[config.mk]
export PLATFORM = sky130hd
export DESIGN_NAME = xsleena_sdr_rom_arbiter
export DESIGN_NICKNAME = d
export VERILOG_FILES = /design/src/rtl/xsleena_sdr_rom_arbiter.sv
export SDC_FILE = /design/constraint.sdc
export NUM_CORES = 1
export LEC_CHECK = 0
export ABC_AREA = 1
export CORE_ASPECT_RATIO = 1.25
export CORE_UTILIZATION = 48
export DETAILED_ROUTE_END_ITERATION = 6
export PLACE_DENSITY = 0.89
export SLEW_MARGIN = 30
export SYNTH_ARGS = -nofsm -noshare
export SYNTH_HDL_FRONTEND = slang
export SYNTH_SLANG_ARGS = --single-unit
[constraint.sdc]
create_clock -name CLK -period 3.45 [get_ports CLK]
set_input_delay 0.69 -clock CLK [delete_from_list [all_inputs] [get_ports CLK]]
set_output_delay 0.69 -clock CLK [all_outputs]
set_load 0.03 [all_outputs]
[src/rtl/xsleena_sdr_rom_arbiter.sv]
// Round-robin arbiter that puts the OBJ/BACK1/BACK2 graphics-ROM ports onto one SDRAM read port.
// Optional per-channel 1-entry hit cache: define XS_SDR_HITCACHE_EN.
module xsleena_sdr_rom_arbiter #(
    parameter int AW      = 25,
    parameter int DW      = 16,
    parameter int TIMEOUT = 64
) (
    input  logic          CLK,
    input  logic          RST,
    input  logic [AW-1:0] obj_addr,
    input  logic          obj_req,
    output logic          obj_rdy,
    output logic [DW-1:0] obj_dout,
    input  logic [AW-1:0] bg1_addr,
    input  logic          bg1_req,
    output logic          bg1_rdy,
    output logic [DW-1:0] bg1_dout,
    input  logic [AW-1:0] bg2_addr,
    input  logic          bg2_req,
    output logic          bg2_rdy,
    output logic [DW-1:0] bg2_dout,
    output logic [AW-1:0] mem_addr,
    output logic          mem_rd,
    input  logic          mem_ack,
    input  logic [DW-1:0] mem_data
);

    localparam int CW = (TIMEOUT > 2) ? $clog2(TIMEOUT) : 1;

    typedef enum logic [1:0] {S_IDLE, S_ISSUE, S_WAIT} state_t;

    state_t        state, state_nxt;
    logic [2:0]    req;
    logic [AW-1:0] ch_addr [0:2];
    logic [2:0]    done_q;
    logic [2:0]    elig;
    logic [1:0]    ptr;
    logic [1:0]    grant;
    logic [1:0]    pick;
    logic          pick_valid;
    logic          hit;
    logic          abort_q;
    logic [AW-1:0] addr_q;
    logic [CW-1:0] cnt;
    logic [2:0]    rdy_q;
    logic [DW-1:0] dout_q [0:2];

    function automatic logic [1:0] next_ch(input logic [1:0] c);
        return (c == 2'd2) ? 2'd0 : c + 2'd1;
    endfunction

    assign req        = {bg2_req, bg1_req, obj_req};
    assign ch_addr[0] = obj_addr;
    assign ch_addr[1] = bg1_addr;
    assign ch_addr[2] = bg2_addr;
    assign elig       = req & ~done_q;

    assign obj_rdy  = rdy_q[0];
    assign bg1_rdy  = rdy_q[1];
    assign bg2_rdy  = rdy_q[2];
    assign obj_dout = dout_q[0];
    assign bg1_dout = dout_q[1];
    assign bg2_dout = dout_q[2];

    // First eligible channel, scanning from the round-robin pointer
    always_comb begin
        pick_valid = 1'b0;
        pick       = ptr;
        for (int unsigned i = 0; i < 3; i++) begin
            int unsigned idx;
            idx = 32'(ptr) + i;
            if (idx >= 3) idx = idx - 3;
            if (!pick_valid && elig[idx]) begin
                pick_valid = 1'b1;
                pick       = 2'(idx);
            end
        end
    end

`ifdef XS_SDR_HITCACHE_EN
    logic [2:0]    c_valid;
    logic [AW-1:0] c_addr [0:2];
    logic [DW-1:0] c_data [0:2];

    assign hit = pick_valid && c_valid[pick] && (c_addr[pick] == ch_addr[pick]);

    always_ff @(posedge CLK) begin
        if (RST) begin
            c_valid <= '0;
            for (int unsigned i = 0; i < 3; i++) begin
                c_addr[i] <= '0;
                c_data[i] <= '0;
            end
        end else if (state == S_WAIT && mem_ack) begin
            c_valid[grant] <= 1'b1;
            c_addr[grant]  <= addr_q;
            c_data[grant]  <= mem_data;
        end
    end
`else
    assign hit = 1'b0;
`endif

    always_ff @(posedge CLK) begin
        if (RST) state <= S_IDLE;
        else     state <= state_nxt;
    end

    always_comb begin
        state_nxt = state;
        case (state)
            S_IDLE:  if (pick_valid && !hit) state_nxt = S_ISSUE;
            S_ISSUE: state_nxt = S_WAIT;
            S_WAIT: begin
                if (mem_ack)                         state_nxt = S_IDLE;
                else if (cnt == CW'(TIMEOUT - 1))    state_nxt = S_ISSUE;
            end
            default: state_nxt = S_IDLE;
        endcase
    end

    always_comb begin
        mem_rd   = (state == S_ISSUE);
        mem_addr = addr_q;
    end

    always_ff @(posedge CLK) begin
        if (RST) begin
            rdy_q   <= '0;
            done_q  <= '0;
            ptr     <= 2'd0;
            grant   <= 2'd0;
            abort_q <= 1'b0;
            addr_q  <= '0;
            cnt     <= '0;
            for (int unsigned i = 0; i < 3; i++) dout_q[i] <= '0;
        end else begin
            rdy_q  <= '0;
            done_q <= done_q & req;
            case (state)
                S_IDLE: begin
                    if (pick_valid) begin
                        grant   <= pick;
                        addr_q  <= ch_addr[pick];
                        abort_q <= 1'b0;
`ifdef XS_SDR_HITCACHE_EN
                        if (hit) begin
                            rdy_q[pick]  <= 1'b1;
                            dout_q[pick] <= c_data[pick];
                            done_q[pick] <= 1'b1;
                            ptr          <= next_ch(pick);
                        end
`endif
                    end
                end
                S_ISSUE: cnt <= '0;
                S_WAIT: begin
                    cnt <= cnt + 1'b1;
                    if (!req[grant]) abort_q <= 1'b1;
                    if (mem_ack) begin
                        ptr <= next_ch(grant);
                        // done is set together with rdy so the still-high req is not re-granted
                        if (req[grant] && !abort_q) begin
                            rdy_q[grant]  <= 1'b1;
                            dout_q[grant] <= mem_data;
                            done_q[grant] <= 1'b1;
                        end
                    end
                end
                default: ;
            endcase
        end
    end

endmodule

==> impl_summary.txt <==
----------------------------------------------------
[Critical path]
  Worst Setup SP ... obj_req
  Family with the most delay on the worst path ... simple AND/OR/NAND/NOR gates
  Critical path buffers and inverters ... 3
  Type of destination of the critical path ... flop
  Endpoint arrival time on the critical path ... 2.86 ns
  Cell type of the slowest stage on the worst timing path ... clkdlybuf4s50_1
  Type of the worst setup path ... input pin to flop
  Required time worst endpoint ... around 3.7 ns
  R2r startpoint ... ptr[0]$_SDFFE_PP0P_
  Number of cells on the worst reg-to-reg path ... 13
  Kind of start point of the critical path ... input pin
  R2R Setup Slk ... 0.91 ns
  Terminus of the critical flop-to-flop path ... mem_addr[0]$_SDFFE_PP0P_
  Series of cell instances along the critical path ... clkdlybuf4s50_1 -> inv_1 -> o21ai_1 -> nand3_1 -> nand2_1 -> nand3_2 -> nand3_2 -> nand2_4 -> nor2_8 -> inv_1 -> nand2_1 -> a21oi_1
  Peak fanout along the critical path ... 24
  Crit path largest cell delay ... between 0.5 and 0.6 ns

[STA]
  Max-slew violation total from the final report ... 0
  Hold Fails Final Rpt ... 0
  Rel. slew slack ... 0.515
  Fin crit period ... 2.63 ns
  RSZ-0062 raised after global routing ... false
  Fin Clk Skew ... 0.00630 ns
  Slew @ Worst Pin ... 0.726 ns
  Number of setup violations in the final report ... 0
  Final clock period utilization by the worst path ... 0.761
  Top achievable clock speed ... between 300 and 400 MHz
  Total Negative Setup Slacks ... 0 ns

[Clocking]
  Buffer depth of the longest clock path ... 2
  Post-CTS setup buffers ... 0
  Post-cts hold buffer count ... 0
  Clock transition at the registers of the reported paths ... 0.06 ns
  Post-cts resize count ... 0
  TritonCTS Buffers ... 9
  Master cell of the clock root buffer ... clkbuf_16
  Total number of clock tree sinks ... 92
  Clk Latency, worst-skew pair ... roughly 0.34 ns
  H-tree level count ... 3
  Clock tree from TritonCTS ... built

[Placement]
  Half-perimeter wire length after detailed placement ... 9290 microns
  IO buf count ... 173
  Routability congestion estimate from global placement ... 0.924

[Worst hold path]
  Tightest Hold Check Type ... flop to flop
  Instance count along the most critical hold path ... 2
  WHS Endpoint ... abort_q$_SDFFE_PP0P_
  Min-delay src ... abort_q$_SDFFE_PP0P_

[Finish]
  Top library cells by usage in the layout, fill and taps aside ... clkdlybuf4s50_1 (173), nor2_1 (125), inv_1 (90), nand2_1 (85), edfxtp_1 (48)
  Core Util, Final ... 0.726
  Total inserted antenna cells ... 0
  Area growth, synth to finish ... 44.2%
  Nets ... between 800 and 900
  Share of final-layout standard cells stronger than drive strength 1 ... 0.0559
  Most common cell after layout, fill and taps aside ... clkdlybuf4s50_1

[GRT]
  Total routing resource utilization after global routing ... 0.249
  Pin count of the biggest net entering global routing ... 27
  Total global routing overflow ... 0
  Antenna violations before repair ... 0
  Wire length of the first global-routing pass ... 20000 microns
  Via count of the first global-routing pass ... 4246

[Synthesis]
  Total standard cell area after synthesis ... 4670 sq um
  Post-Synthesis Net Count ... ~700
  Syn_area_per_cell ... 8.07 sq um
  Number of instances in the synthesized netlist ... 578
  Synth Warn # ... 0
  Count of unique library cells instantiated by Yosys ... 33
  Number of flip-flops and latches in the synthesized netlist ... 92
  Share of synthesized area occupied by flip-flops and latches ... 0.498

[Detailed routing]
  First-pass iteration count of the detailed router ... 4
  Mean number of vias per cell ... between 4 and 5
  Post-detailed-route DRC marker count ... 0
  Starting DRC count in detailed routing ... 243
  Detail-routed net length per standard cell ... 13.8 microns
  Vias after detailed routing ... 4353
  ANT nets after route ... 0
  Detailed Route WL ... 12100 microns

[Floorplan]
  Floorplan die width ... 90.2 microns
  Core area ... between 9000 and 10000 sq um
  Io pins ... 174
  Effective utilization at floorplan ... 0.503
  Number of rows created at floorplan ... 39
  Die area ... 10100 sq um
  Die height ... 112 microns

[Power]
  Standby leakage power ... 2.81 nW
  Maximum resistive drop on vdd ... 0.000346 V
  Power density normalized to cell area ... ~660 nW/um^2

[Outcome]
  Result of the run ... completed

[Flow run]
  Max Cap Violations ... 0

----------------------------------------------------
## state kept, by name, summed over array words and instances (netlist names)
signal / count
rdy_q: 3
done_q: 3
state: 2
ptr: 2
abort_q: 1
cnt: 6
grant: 2
mem_addr: 25
dout_q: 48
## synth_stat cells
master	count	area, sq um
nor2_1	125	469
inv_1	90	338
nand2_1	85	319
edfxtp_1	48	1440
nand3_1	45	225
dfxtp_1	44	881
a21oi_1	37	185
nand3b_1	25	188
ha_1	8	100
o21ai_0	8	40.0
buf_2	6	30.0
buf_6	6	67.6
nand3_2	6	60.1
clkbuf_1	5	18.8
buf_4	4	30.0
nand4_1	4	25.0
o211ai_1	4	30.0
inv_2	3	11.3
nand2_2	3	18.8
nand2_4	3	33.8
o31ai_1	3	22.5
buf_1	2	7.51
clkinv_1	2	7.51
nor2_2	2	12.5
nor3_1	2	10.0
a211oi_1	1	7.51
a21oi_4	1	16.3
and3_1	1	6.26
nand3_4	1	17.5
nand4_2	1	12.5
nor2_8	1	20.0
o21ai_1	1	5.00
xnor2_1	1	8.76
## worst register-to-register path, cell delays in order (launching register included)
cell	delay, ns
dfxtp_1	0.36
inv_1	0.09
ha_1	0.41
inv_2	0.10
nand3_2	0.07
nand2_2	0.07
a21oi_4	0.22
nand3_2	0.17
nand3_2	0.12
nand2_4	0.19
nor2_8	0.34
inv_1	0.15
nand2_1	0.10
a21oi_1	0.06
## routing by layer
| metal | track usage | wire [microns] | vias up |
|---|---|---|---|
| met5 | 0 | 0 | - |
| li1 | - | - | 2176 |
| met3 | 0.0745 | 998 | 30 |
| met4 | 0.108 | 315 | 0 |
| met2 | 0.432 | 5910 | 214 |
| met1 | 0.285 | 4860 | 1933 |
## stage by stage
step	area, sq um	worst slack, ns	total power [mW]	cells	hold slack [ns]
2_1_floorplan	4670	1.06	2.91	578	0.433
3_3_place_gp	6450	0.614	3.45	858	0.451
3_5_place_dp	6450	0.493	3.50	858	0.454
4_1_cts	6730	0.855	4.42	874	0.463
5_1_grt	6730	0.634	4.67	874	0.476
6_report	6730	0.823	4.42	874	0.465
## how the worst max path moves through the flow
stage / end / cells past startpoint
floorplan: dout_q[1][0]$_SDFFCE_PN0P_ / 9
global placement: grant[1]$_SDFFE_PP0P_ / 12
detailed placement: mem_addr[16]$_SDFFE_PP0P_ / 13
CTS: mem_addr[16]$_SDFFE_PP0P_ / 13
global route: dout_q[0][11]$_SDFFCE_PN0P_ / 9
finish: mem_addr[0]$_SDFFE_PP0P_ / 12
## layout make-up
type | count | area (sq um)
clock buffer | 11 | 243
clock inverter | 5 | 36.3
fill | 661 | 2540
inverter | 95 | 357
multi-input combinational | 368 | 1830
sequential | 92 | 2320
tap | 123 | 154
timing repair buffer | 180 | 1780
## where the power goes
part	total, mW	internal, mW	switching, mW
Sequential	1.48	1.35	0.129
Clock	0.921	0.509	0.412
Combinational	2.02	0.744	1.27
Total	4.42	2.60	1.81
## kinds of logic after synthesis
family | after synthesis | share of synthesized area
AO/OA/AOI/OAI | 55 | 0.0657
XOR/XNOR | 1 | 0.00188
adder cells (fa/ha/maj) | 8 | 0.0215
buffers and inverters | 118 | 0.109
flip-flops | 92 | 0.498
AND/OR/NAND/NOR | 304 | 0.304
Power figures use the tool's default switching activity.
